## config.mk

```make
export PLATFORM = sky130hd
export DESIGN_NAME = mem_port_arbiter
export DESIGN_NICKNAME = d
export VERILOG_FILES = /design/src/rtl/mem_port_arbiter.sv
export SDC_FILE = /design/constraint.sdc
export NUM_CORES = 1
export LEC_CHECK = 0
export ABC_AREA = 0
export CAP_MARGIN = 20
export CORE_AREA = 10 10 114 142
export CTS_CLUSTER_DIAMETER = 60
export DETAILED_ROUTE_END_ITERATION = 10
export DIE_AREA = 0 0 124 152
export GPL_ROUTABILITY_DRIVEN = 0
export PLACE_DENSITY = 0.8
export SETUP_SLACK_MARGIN = 0.15
export SYNTH_ARGS = -nofsm -noshare
export SYNTH_HDL_FRONTEND = slang
export SYNTH_SLANG_ARGS = --single-unit
```

## constraint.sdc

```tcl
create_clock -name clk -period 3.7 [get_ports clk]
set_clock_uncertainty 0.15 [all_clocks]
set_input_delay 0.925 -clock clk [delete_from_list [all_inputs] [get_ports clk]]
set_output_delay 0.925 -clock clk [all_outputs]
set_load 0.01 [all_outputs]
```

## src/rtl/mem_port_arbiter.sv

```systemverilog
// mem_port_arbiter: shares one memory port between fetch and data requesters,
// data-first with a fetch anti-starvation streak limit and an access timeout. rev 1.0
`default_nettype none

module mem_port_arbiter #(
  parameter int DATA_WIDTH      = 32,
  parameter int ADDR_WIDTH      = 32,
  parameter int MAX_DATA_STREAK = 4,
  parameter int TIMEOUT         = 255
) (
  input  logic                    clk,
  input  logic                    rst,
  input  logic                    if_req,
  input  logic [ADDR_WIDTH-1:0]   if_addr,
  output logic [DATA_WIDTH-1:0]   if_rdata,
  output logic                    if_ready,
  input  logic                    dm_req,
  input  logic                    dm_we,
  input  logic [ADDR_WIDTH-1:0]   dm_addr,
  input  logic [DATA_WIDTH-1:0]   dm_wdata,
  input  logic [DATA_WIDTH/8-1:0] dm_be,
  output logic [DATA_WIDTH-1:0]   dm_rdata,
  output logic                    dm_ready,
  output logic                    mem_req,
  output logic                    mem_we,
  output logic [ADDR_WIDTH-1:0]   mem_addr,
  output logic [DATA_WIDTH-1:0]   mem_wdata,
  output logic [DATA_WIDTH/8-1:0] mem_be,
  input  logic                    mem_ack,
  input  logic [DATA_WIDTH-1:0]   mem_rdata,
  output logic                    err
);

  localparam int STREAK_W = $clog2(MAX_DATA_STREAK + 1);
  localparam int TOUT_W   = $clog2(TIMEOUT + 1);

  typedef enum logic [1:0] {
    IDLE    = 2'd0,
    IF_BUSY = 2'd1,
    DM_BUSY = 2'd2
  } state_t;

  state_t              state, state_next;
  logic [STREAK_W-1:0] streak, streak_next;
  logic [TOUT_W-1:0]   tout_cnt, tout_next;
  logic                busy, timed_out, done, grant_dm, grant_if;

  always_comb begin
    busy        = (state != IDLE);
    // Ack takes precedence over a timeout landing in the same cycle.
    timed_out   = busy && !mem_ack && (tout_cnt == TOUT_W'(TIMEOUT - 1));
    done        = busy && (mem_ack || timed_out);
    grant_dm    = (state == IDLE) && dm_req &&
                  (!if_req || (streak < STREAK_W'(MAX_DATA_STREAK)));
    grant_if    = (state == IDLE) && !grant_dm && if_req;

    state_next  = state;
    streak_next = streak;
    tout_next   = tout_cnt;

    case (state)
      IDLE: begin
        if (grant_dm) begin
          state_next  = DM_BUSY;
          tout_next   = '0;
          if (!if_req)
            streak_next = '0;
          else if (streak != STREAK_W'(MAX_DATA_STREAK))
            streak_next = streak + STREAK_W'(1);
        end else if (grant_if) begin
          state_next  = IF_BUSY;
          tout_next   = '0;
          streak_next = '0;
        end
      end
      IF_BUSY, DM_BUSY: begin
        if (done) begin
          state_next = IDLE;
          tout_next  = '0;
        end else begin
          tout_next  = tout_cnt + TOUT_W'(1);
        end
      end
      default: state_next = IDLE;
    endcase
  end

  always_ff @(posedge clk) begin
    if (rst) begin
      state     <= IDLE;
      streak    <= '0;
      tout_cnt  <= '0;
      mem_we    <= 1'b0;
      mem_addr  <= '0;
      mem_wdata <= '0;
      mem_be    <= '0;
    end else begin
      state    <= state_next;
      streak   <= streak_next;
      tout_cnt <= tout_next;
      if (grant_dm) begin
        mem_we    <= dm_we;
        mem_addr  <= dm_addr;
        mem_wdata <= dm_wdata;
        mem_be    <= dm_be;
      end else if (grant_if) begin
        mem_we    <= 1'b0;
        mem_addr  <= if_addr;
        mem_wdata <= '0;
        mem_be    <= '1;
      end
    end
  end

  assign mem_req  = busy;
  assign if_ready = (state == IF_BUSY) && done;
  assign dm_ready = (state == DM_BUSY) && done;
  assign err      = timed_out;
  assign if_rdata = ((state == IF_BUSY) && mem_ack) ? mem_rdata : '0;
  assign dm_rdata = ((state == DM_BUSY) && mem_ack) ? mem_rdata : '0;

endmodule

`default_nettype wire

```

# Word-level counts from Yosys, hierarchy flattened
# Index checks and enable logic that the tools add are counted.
# totals
in_bits,138
wordCells,63
output_inout_bits,137
ff_bits,82
rom_bits,0
mem_count,0
latch_bits,0
ram_bits,0
# op_classes
reduce_logical,24
magnitude_cmp,1
shifts,0
n_eq_ne,7
div_mod_pow,0
mul,0
n_mux,22
addsub,2
bitwise_logic,0
# op_table
cell,count
32-bit two-way mux,6
8-bit two-way mux,3
8-bit case mux with 2 select lines,1
3-bit two-way mux,4
1-bit logical AND,11
8-bit by 1-bit adder with 8-bit output (second input constant),1
8-bit == test (second input constant),1
4-bit two-way mux,2
2-bit two-way mux,3
3-bit inequality test (second input constant),2
2-bit nonzero test,3
2-bit case mux with 2 select lines,1
2-bit AND reduction,2
3-bit by 1-bit adder with 3-bit output (second input constant),1
1-bit logical NOT,3
3-bit less-than comparator (second input constant),1
3-bit by 2-bit inequality test with 1-bit output (second input constant),1
3-bit AND reduction,1
2-bit by 1-bit == test with 1-bit output (second input constant),1
2-bit == test (second input constant),1
2-bit logical NOT,1
1-bit logical OR,2
1-bit two-way mux,2
2-bit inequality test (second input constant),1
2-bit OR reduction,1

# Logic depth before layout (Yosys ltp)
# logic_depth
ltp_word,9
depth_mapped,8
ltp_nobuf,6

# Least setup slack after synthesis
# OpenSTA, ideal clock, no wires.
# synth_path
kind,input to output
start,input mem_ack
end,output dm_rdata[0]
arrival_time_ns,1.557
required_time_ns,2.625
stages,3
slack_ns,1.068
path_buffers,2
path_cell_list,clkbuf_1 clkbuf_1 and3_1
# synth_between
elab_chain_len,2
# synth_lines
item,line,text
"start, declared",29,"input logic mem_ack,"
1-bit logical AND,120,assign dm_rdata = ((state == DM_BUSY) && mem_ack) ? mem_rdata : '0;
32-bit two-way mux,120,
"end, declared",22,"output logic [DATA_WIDTH-1:0] dm_rdata,"
# No other way between the ends.

# Worst setup path after layout
# layout_path
start,register state[0]
end,output if_ready
# layout_between
elab_chain_len,6
# layout_lines
item,line,text
"start, declared",43,"state_t state, state_next;"
"start signal, assigned",98,state <= state_next;
2-bit nonzero test,49,busy = (state != IDLE);
1-bit logical AND (2 in a row),51,timed_out = busy && !mem_ack && (tout_cnt == TOUT_W'(TIMEOUT - 1));
1-bit logical OR,52,done = busy && (mem_ack || timed_out);
1-bit logical AND,52,
1-bit logical AND (*),116,assign if_ready = (state == IF_BUSY) && done;
"end, declared",16,"output logic if_ready,"
# Mark *: on every way between the ends. The rest lies on a longest branch, timed or not.

==> out/qor.json <==
{
  "place_hpwl": {"value": 12.7, "unit": "mm"},
  "drt.antenna.violating_nets": {"value": 0},
  "clock_sink_count": {"value": 82},
  "fp.dieArea": {"value": 18800, "unit": "sq um"},
  "antenna_found_initial": {"value": 0},
  "cp_cell_sequence": {"value": "inv_1, ha_1, and4b_1, a21oi_2, nor2_1, and2_1, clkdlybuf4s50_1"},
  "holdCritPathClass": {"value": "register to register"},
  "post_cts_resize_count": {"value": 0},
  "power.switching": {"value": 1.52, "unit": "mW"},
  "design.portCount": {"value": 275},
  "critical_path_maximum_fanout": {"value": 3},
  "cts.path.max_buffers": {"value": 2},
  "areaGrowthSynthToFinish": {"value": 82.8, "unit": "%"},
  "cts_hold_buf": {"value": 0},
  "routed_wire_length_per_instance": {"value": 17.8, "unit": "um"},
  "detail_route.iter0.violations": {"value": 325},
  "power_density": {"value": 579, "unit": "nW/um^2"},
  "power.ir.vdd_worst": {"value": 0.353, "unit": "mV"},
  "static-leakage-power": {"value": 2.87, "unit": "nW"},
  "die_width": {"value": 124, "unit": "um"},
  "cell_with_the_largest_stage_delay_on_the_worst_path": {"value": "sky130_fd_sc_hd__clkdlybuf4s50_1"},
  "io_buffer_count": {"value": 274},
  "final_layout_size_suffix_gt1_share": {"value": 5.20, "unit": "%"},
  "crit_arrival": {"value": 2260, "unit": "ps"},
  "grt_first_pass_wirelength": {"value": 25.1, "unit": "mm"},
  "route.detailed.vias_per_inst": {"value": 4.95},
  "final-instance-count-excl-fill": {"value": 944},
  "slowest_delay": {"value": 560, "unit": "ps"},
  "design.final.nets": {"value": 910},
  "path_class": {"value": "register to output port"},
  "vias_in_the_first_global_route": {"value": 4607},
  "setup_repair_after_global_routing_missed_its_margin": {"value": "false"},
  "synth.yosys.seq_area_share": {"value": 41.6, "unit": "%"},
  "worst_pin_slew": {"value": 624, "unit": "ps"},
  "globalRouteOverflowTotal": {"value": 0},
  "final.setup.tns": {"value": 0, "unit": "ps"},
  "switching_power_as_a_share_of_total_power": {"value": 36.5, "unit": "%"},
  "postLayoutCoreUtil": {"value": 53.4, "unit": "%"},
  "cp_data_required_time": {"value": 2620, "unit": "ps"},
  "finish.instance_area": {"value": 7220, "unit": "sq um"},
  "worst_setup_path_start_kind": {"value": "register"},
  "r2r_slack": {"value": 1410, "unit": "ps"},
  "dr.pass1.iters": {"value": 4},
  "cts_inserted_buffers": {"value": 9},
  "cts_tree": {"value": "done"},
  "max_slew_margin": {"value": 58.4, "unit": "%"},
  "combPwrFrac": {"value": 47.2, "unit": "%"},
  "globalRouteTotalUtil": {"value": 16.7, "unit": "%"},
  "detail_route.drc_violations": {"value": 0},
  "clkSlewWorstSetupHoldPaths": {"value": 70, "unit": "ps"},
  "h-tree-depth": {"value": 3},
  "power_total": {"value": 4.18, "unit": "mW"},
  "grt_start_max_net_pins": {"value": 67},
  "timing_hold_violations_final": {"value": 0},
  "synthesis.area": {"value": 3950, "unit": "sq um"},
  "cts.root.buffer_cell": {"value": "sky130_fd_sc_hd__clkbuf_16"},
  "initial_utilization": {"value": 29.2, "unit": "%"},
  "floorplan.core_area": {"value": 13500, "unit": "sq um"},
  "status": {"value": "finished, final reports clean"},
  "clock_insertion_delay_worst_skew": {"value": 330, "unit": "ps"},
  "synthesis.area_per_instance": {"value": 7.68, "unit": "sq um"},
  "synth_seq_cells": {"value": 82},
  "post-cts-setup-buffers": {"value": 0},
  "timing.fmax": {"value": 300, "unit": "MHz"},
  "worstSetupStartpoint": {"value": "state[0]"},
  "route.vias.total": {"value": 4676},
  "worst_r2r_startpoint": {"value": "state[0]"},
  "power_report.internal_total": {"value": 2.65, "unit": "mW"},
  "routed_wire_length": {"value": 16.8, "unit": "mm"},
  "placed_cells_incl_taps": {"value": 927},
  "core.rowCount": {"value": 48},
  "postPlaceCellArea": {"value": 6850, "unit": "sq um"},
  "layout.cells.most_common_list": {"value": "272 x sky130_fd_sc_hd__clkdlybuf4s50_1, 104 x sky130_fd_sc_hd__nand2_1, 82 x sky130_fd_sc_hd__dfxtp_1, 64 x sky130_fd_sc_hd__and3_1, 49 x sky130_fd_sc_hd__nor2_1"},
  "fin_crit_sh": {"value": 90.2, "unit": "%"},
  "worst_hold_startpoint": {"value": "mem_wdata[15]"},
  "layout_commonest_cell": {"value": "sky130_fd_sc_hd__clkdlybuf4s50_1"},
  "cp-end-kind": {"value": "output port"},
  "period_minus_slack": {"value": 3340, "unit": "ps"},
  "timing.critical_path.buf_inv": {"value": 2},
  "cp_top_family": {"value": "buffers and inverters"},
  "yosysWarnings": {"value": 0},
  "netlist_instances": {"value": 514},
  "seq_power_share": {"value": 28.7, "unit": "%"},
  "insertedDiodeCount": {"value": 0},
  "fp.dieH": {"value": 152, "unit": "um"},
  "synth.net_count": {"value": 660},
  "finalSetupViolations": {"value": 0},
  "number_of_distinct_library_cells_after_synthesis": {"value": 34},
  "drv_cap": {"value": 0},
  "pwr-share-clk": {"value": 24.1, "unit": "%"},
  "report.final.slew_viol_count": {"value": 0}
}
[layer usage]
metal / vias up / GRT usage, % / wire length, um
li1: 2293 / - / -
met1: 2140 / 17.7 / 6230
met2: 224 / 27.8 / 8060
met3: 19 / 8.12 / 2220
met4: 0 / 5.55 / 280
met5: - / 0 / 0
[synth_stat cells]
cell / number / area [sq um]
sky130_fd_sc_hd__and3_1: 64 / 400
sky130_fd_sc_hd__xnor2_1: 6 / 52.6
sky130_fd_sc_hd__a311oi_1: 32 / 280
sky130_fd_sc_hd__o41ai_1: 2 / 17.5
sky130_fd_sc_hd__nor2_1: 49 / 184
sky130_fd_sc_hd__a21oi_2: 2 / 17.5
sky130_fd_sc_hd__o211ai_1: 2 / 15.0
sky130_fd_sc_hd__or3b_2: 1 / 8.76
sky130_fd_sc_hd__nand3_1: 34 / 170
sky130_fd_sc_hd__ha_1: 8 / 100
sky130_fd_sc_hd__a21o_1: 1 / 7.51
sky130_fd_sc_hd__a211oi_1: 3 / 22.5
sky130_fd_sc_hd__inv_1: 8 / 30.0
sky130_fd_sc_hd__o31ai_1: 2 / 15.0
sky130_fd_sc_hd__nor3_1: 9 / 45.0
sky130_fd_sc_hd__buf_1: 6 / 22.5
sky130_fd_sc_hd__nand2_1: 105 / 394
sky130_fd_sc_hd__nand2b_1: 2 / 12.5
sky130_fd_sc_hd__o311ai_4: 1 / 26.3
sky130_fd_sc_hd__a2111oi_0: 2 / 17.5
sky130_fd_sc_hd__a21boi_0: 1 / 7.51
sky130_fd_sc_hd__and4b_1: 1 / 10.0
sky130_fd_sc_hd__or4_4: 1 / 11.3
sky130_fd_sc_hd__nand4_1: 1 / 6.26
sky130_fd_sc_hd__o21ai_0: 1 / 5.00
sky130_fd_sc_hd__dfxtp_1: 82 / 1640
sky130_fd_sc_hd__buf_2: 11 / 55.1
sky130_fd_sc_hd__clkbuf_1: 31 / 116
sky130_fd_sc_hd__a22oi_1: 2 / 15.0
sky130_fd_sc_hd__a21oi_1: 38 / 190
sky130_fd_sc_hd__mux2i_1: 1 / 10.0
sky130_fd_sc_hd__and4_1: 1 / 8.76
sky130_fd_sc_hd__and2_1: 3 / 18.8
sky130_fd_sc_hd__a21o_4: 1 / 15.0
[through the flow]
| stage | setup slack [ps] | hold WS [ps] |
|---|---|---|
| floorplan | 1070 | 311 |
| global placement | 179 | 303 |
| detailed placement | 174 | 307 |
| CTS | 173 | 317 |
| global route | 206 | 332 |
| finish | 363 | 315 |
[sequential cells by signal, summed over array words and instances, names as in the netlist]
signal / count
mem_addr: 32
mem_we: 1
mem_wdata: 32
streak: 3
mem_be: 4
tout_cnt: 8
state: 2
[worst paths after layout]
check             cells past startpoint       endpoint
hold reg to reg                       2  mem_wdata[15]
setup reg to reg                      7   mem_addr[10]
setup / recovery                      7       if_ready
hold / removal                        2  mem_wdata[15]
[tightest hold or removal path: stages (launching register included)]
cell and delay [ps]:
sky130_fd_sc_hd__dfxtp_1 310, sky130_fd_sc_hd__nand3_1 60, sky130_fd_sc_hd__a21oi_1 50
[power groups by stage]
stage / logic (mW) / clock network, mW / registers, mW
CTS: 1.99 / 1.03 / 1.20
finish: 1.97 / 1.01 / 1.20
global placement: 1.97 / 0 / 1.21
floorplan: 0.913 / 0 / 1.31
global route: 2.16 / 1.06 / 1.23
detailed placement: 1.99 / 0 / 1.22
[cells by family (layout without fill, tap and decap cells)]
family	count (synthesis)	after routing	share of synthesized area [%]
buf+inv	56	311	5.67
flops	82	82	41.6
fa+ha+maj	8	8	2.53
simple gates	271	271	32.2
xor+xnor	6	6	1.33
compound gates	90	90	16.5
mux	1	1	0.253
[cell type report]
type                            instances  area (sq um)
Fill cell                            1267          6290
Sequential cell                        82          1640
Clock buffer                           10           239
Tap cell                              175           219
Multi-Input combinational cell        376          2100
Clock inverter                          6          96.3
Inverter                                8          30.0
Timing Repair Buffer                  287          2890
(Power assumes the default switching activity.)
==> patch 1 (same settings) <==
Reset style: asynchronous (`rst`), changed in one clocked block.
--- a/src/rtl/mem_port_arbiter.sv
+++ b/src/rtl/mem_port_arbiter.sv
@@ -85,7 +85,7 @@
     endcase
   end
 
-  always_ff @(posedge clk) begin
+  always_ff @(posedge clk or posedge rst) begin
     if (rst) begin
       state     <= IDLE;
       streak    <= '0;
Formal check against the unedited RTL: differs if rst is asserted again (counterexample within 4 cycles, from zero or initial values and one cycle with rst high); with rst held inactive, the same outputs for 10 cycles.
==> patch 1 against the original RTL <==
Sequential cell count unchanged. Routed wire length up 3.7%. Via count shrank 2.1%. Synthesized area up 9.6%. Total power up 27%. Worst setup slack worse by 0.10 ns. Maximum frequency shrank 2.9%. Cell area increased by 4.7%. Worst hold slack gained 0.031 ns. Die area did not move. Critical path depth fell by 3. Clock power decreased by 5%. Largest cell class unchanged.
==> patch 1: results (changes against the original RTL) <==
[global_routing]
grt_pass1_vias = 4553  ; -1.2%
use_met3_pct = 3.89  ; -4.2 points
grtUsageMet2_pct = 32.0  ; +4.2 points

[critical_path]
critical_path.max_fanout = 32  ; +29
reg2reg_slack_ns = 1.57  ; +0.16 ns
max_stage_delay_ns = 0.54  ; -0.02 ns
critPathArrivalTime_ns = 2.36  ; +0.10 ns

[run_status]
status = completed

[layout]
nNetsFinal = 919  ; +0.99%
num-nonclk-buffers = 288  ; +0.35%
nFillCells = 1277  ; +0.79%
flops_and_latches = 82  ; unchanged
clock_buffers = 12  ; +2
final_layout_size_suffix_gt1_share_pct = 5.14  ; -0.060 points
synthToLayoutAreaGrowth_pct = 74.8
inv_count = 10  ; +2
buffer_area_share_pct = 38.8  ; -1.3 points
multi_input_gates = 382  ; +1.6%

[yosys]
synthTopCellsByCount = nand2_1 (153), dfrtp_1 (82), and3_1 (65)
syn_area_um2 = 4330  ; +9.6%
synth_area_per_cell_um2 = 8.37  ; +8.9%
synth_area_leaders = dfrtp_1 (47%), nand2_1 (13%), and3_1 (9.4%), a31oi_1 (4.9%), nand3_1 (4.2%)

[place]
dp.cells = 936  ; +0.97%
placed_cell_area_um2 = 7210  ; +5.2%

[power_and_ir_drop]
leakage_nw = 3.46  ; +21%

[timing]
worst_slew_pin_slew_ns = 0.532  ; -0.0922 ns
holdWs_ns = 0.346  ; +0.0307 ns

[detailed_routing]
wl_met1_mm = 6.62  ; +6.3%
wl_met3_mm = 1.09  ; -51%

-- patch 1: cell types whose count changed after synthesis, moves of 7 or more --
cell	unedited run	this run
dfrtp_1	0	82
dfxtp_1	82	0
nand2_1	105	153
a21oi_1	38	4
a31oi_1	0	34
a311oi_1	32	0
clkbuf_1	31	15
nor2_1	49	38
nor3_1	9	1
buf_4	0	7
-- patch 1: power by group --
part           switching (W)  internal (W)
registers           0.000220       0.00130
clock network       0.000351      0.000612
logic                0.00142       0.00141
-- patch 1: worst paths after layout --
check                                to  cells past startpoint    startpoint
max                         if_rdata[7]                      4       mem_ack
min                        mem_wdata[2]                      2  mem_wdata[2]
max reg2reg                mem_addr[31]                      7      state[1]
min reg2reg                mem_wdata[2]                      2  mem_wdata[2]
max in group asynchronous  mem_wdata[9]                      3           rst
min in group asynchronous  mem_addr[29]                      2           rst
-- patch 1: cells by family after synthesis --
logic type      synth area share [%]
simple gates                    32.1
flops                           47.4
compound gates                  11.3
buf+inv                         6.68
fa+ha+maj                       2.31
mux                            0.231
==> patch 2 (same settings) <==
Made on the original files. `TIMEOUT`: 255 -> 510.
--- a/src/rtl/mem_port_arbiter.sv
+++ b/src/rtl/mem_port_arbiter.sv
@@ -6,7 +6,7 @@
   parameter int DATA_WIDTH      = 32,
   parameter int ADDR_WIDTH      = 32,
   parameter int MAX_DATA_STREAK = 4,
-  parameter int TIMEOUT         = 255
+  parameter int TIMEOUT         = 510
 ) (
   input  logic                    clk,
   input  logic                    rst,
Behaviour: same outputs for any inputs over 10 cycles, from zero or initial values and one cycle with rst high; that may be too few to reach the edited logic, so the function may still have changed.
==> patch 2 against the original RTL <==
Cell area is 2.6% lower. Total power is 24% lower. Worst hold slack better by 0.017 ns. Global-route usage is 1.5 points lower. Synthesized cell count is 7.6% lower. Worst setup slack better by 0.10 ns. Routed wire length is 7.0% lower. Synthesized area is 3.1% lower. Maximum frequency is 3.2% higher. Sequential cell count is 1 higher.
==> patch 2: results (changes against the original RTL) <==
[run_status]
status = completed

[yosys]
syn-num-nets = 620  ; -6.1%
synth_area_leaders = dfxtp_1 (43%), and3_1 (11%), nor2_1 (7.8%), a311oi_1 (7.3%), nand2_1 (7.3%)
synthTopCellsByCount = dfxtp_1 (83), nor2_1 (80), nand2_1 (74)
seq_area_frac_synth_pct = 43.4  ; +1.9 points
synth.distinct_cells = 35  ; +2.9%

[global_routing]
grt.met1_usage_pct = 16.9  ; -0.83 points
track_usage_pct = 15.2  ; -1.5 points
grt_pass1_vias = 4172  ; -9.4%
grtUsageMet2_pct = 25.3  ; -2.6 points
use_met3_pct = 6.01  ; -2.1 points
grt_max_degree = 65  ; -3.0%
grt_pass1_wl_mm = 22.9  ; -8.7%

[place]
dpl.hpwl_mm = 11.9  ; -6.4%
placed_cell_area_um2 = 6720  ; -2.0%

[clocking]
post-cts-setup-buffers = 0  ; unchanged
clk_root_buffer_cell = clkbuf_16
post_cts_resized = 2  ; +2
htreeDepth = 3  ; unchanged
cts_buffers = 9  ; unchanged
clk_latency_ns = 0.33  ; about the same

[power_and_ir_drop]
p_seq_w = 0.00110  ; -8%
ir_drop_uv = 261  ; -26%
leakage_nw = 2.88  ; +0.38%
clk-power_w = 0.000891  ; -12%
p_int_w = 0.00215  ; -19%

[min_path]
min_from = streak[0]
hold_path_end = streak[0]
timing.hold.worst_path_depth = 2  ; unchanged
hold_path_class = flip-flop to flip-flop

[critical_path]
rr_endpoint = mem_addr[5]
cp.required_ns = 2.62  ; about the same
r2r_cells = 6  ; -1
reg2reg_slack_ns = 1.42
cp-startpoint = mem_rdata[3]
max_stage_delay_ns = 0.53  ; -0.03 ns
slowest_stage = clkdlybuf4s50_1
worstSetupEndpoint = dm_rdata[3]
critical_path.max_fanout = 2  ; -1

[timing]
holdWs_ns = 0.332  ; +0.0172 ns
timing.max_slew.rel_slack_pct = 63.0  ; +4.6 points

[detailed_routing]
drt_iter0_markers = 239  ; -26%
wl_met3_mm = 1.66  ; -25%
wl_met1_mm = 6.22  ; -0.14%
drc_errors = 0  ; unchanged
postRouteWirelength_mm = 15.6  ; -7.0%
detailroute.via_count = 4343  ; -7.1%
dr_wl_met2_mm = 7.38  ; -8.5%

[layout]
nNetsFinal = 870  ; -4.4%
final_layout_size_suffix_gt1_share_pct = 4.25  ; -0.95 points
top_regs = mem_addr x32, mem_wdata x32, tout_cnt x9
nFillCells = 1284  ; +1.3%

[patch 2: layout make-up]
| cell class | instances | area (um^2) | area share (%) |
|---|---|---|---|
| repair buffers | 285 | 2880 | 40.9 |
| multi-input cells | 335 | 1940 | 27.6 |
| flip-flops and latches | 83 | 1660 | 23.6 |
| clock buffers | 11 | 233 | 3.31 |
| well taps | 175 | 219 | 3.11 |
| clock inverters | 5 | 61.3 | 0.871 |
| inverters | 11 | 41.3 | 0.587 |
[patch 2: stage by stage]
stage          instances  total power (W)  worst slack, ns
2_1_floorplan        475          0.00168             1.06
3_3_place_gp         888          0.00229            0.152
3_5_place_dp         888          0.00230            0.148
4_1_cts              904          0.00321            0.204
5_1_grt              905          0.00335            0.367
6_report             905          0.00317            0.465
[patch 2: cells by family after synthesis]
kind of cell,Yosys count,share of synthesized area (%)
and+or+nand+nor,230,27.6
adders and majority gates,7,2.29
DFF,83,43.4
AOI/OAI and AO/OA,90,19.0
buffers and inverters,57,5.85
xor gates and xnor gates,8,1.83
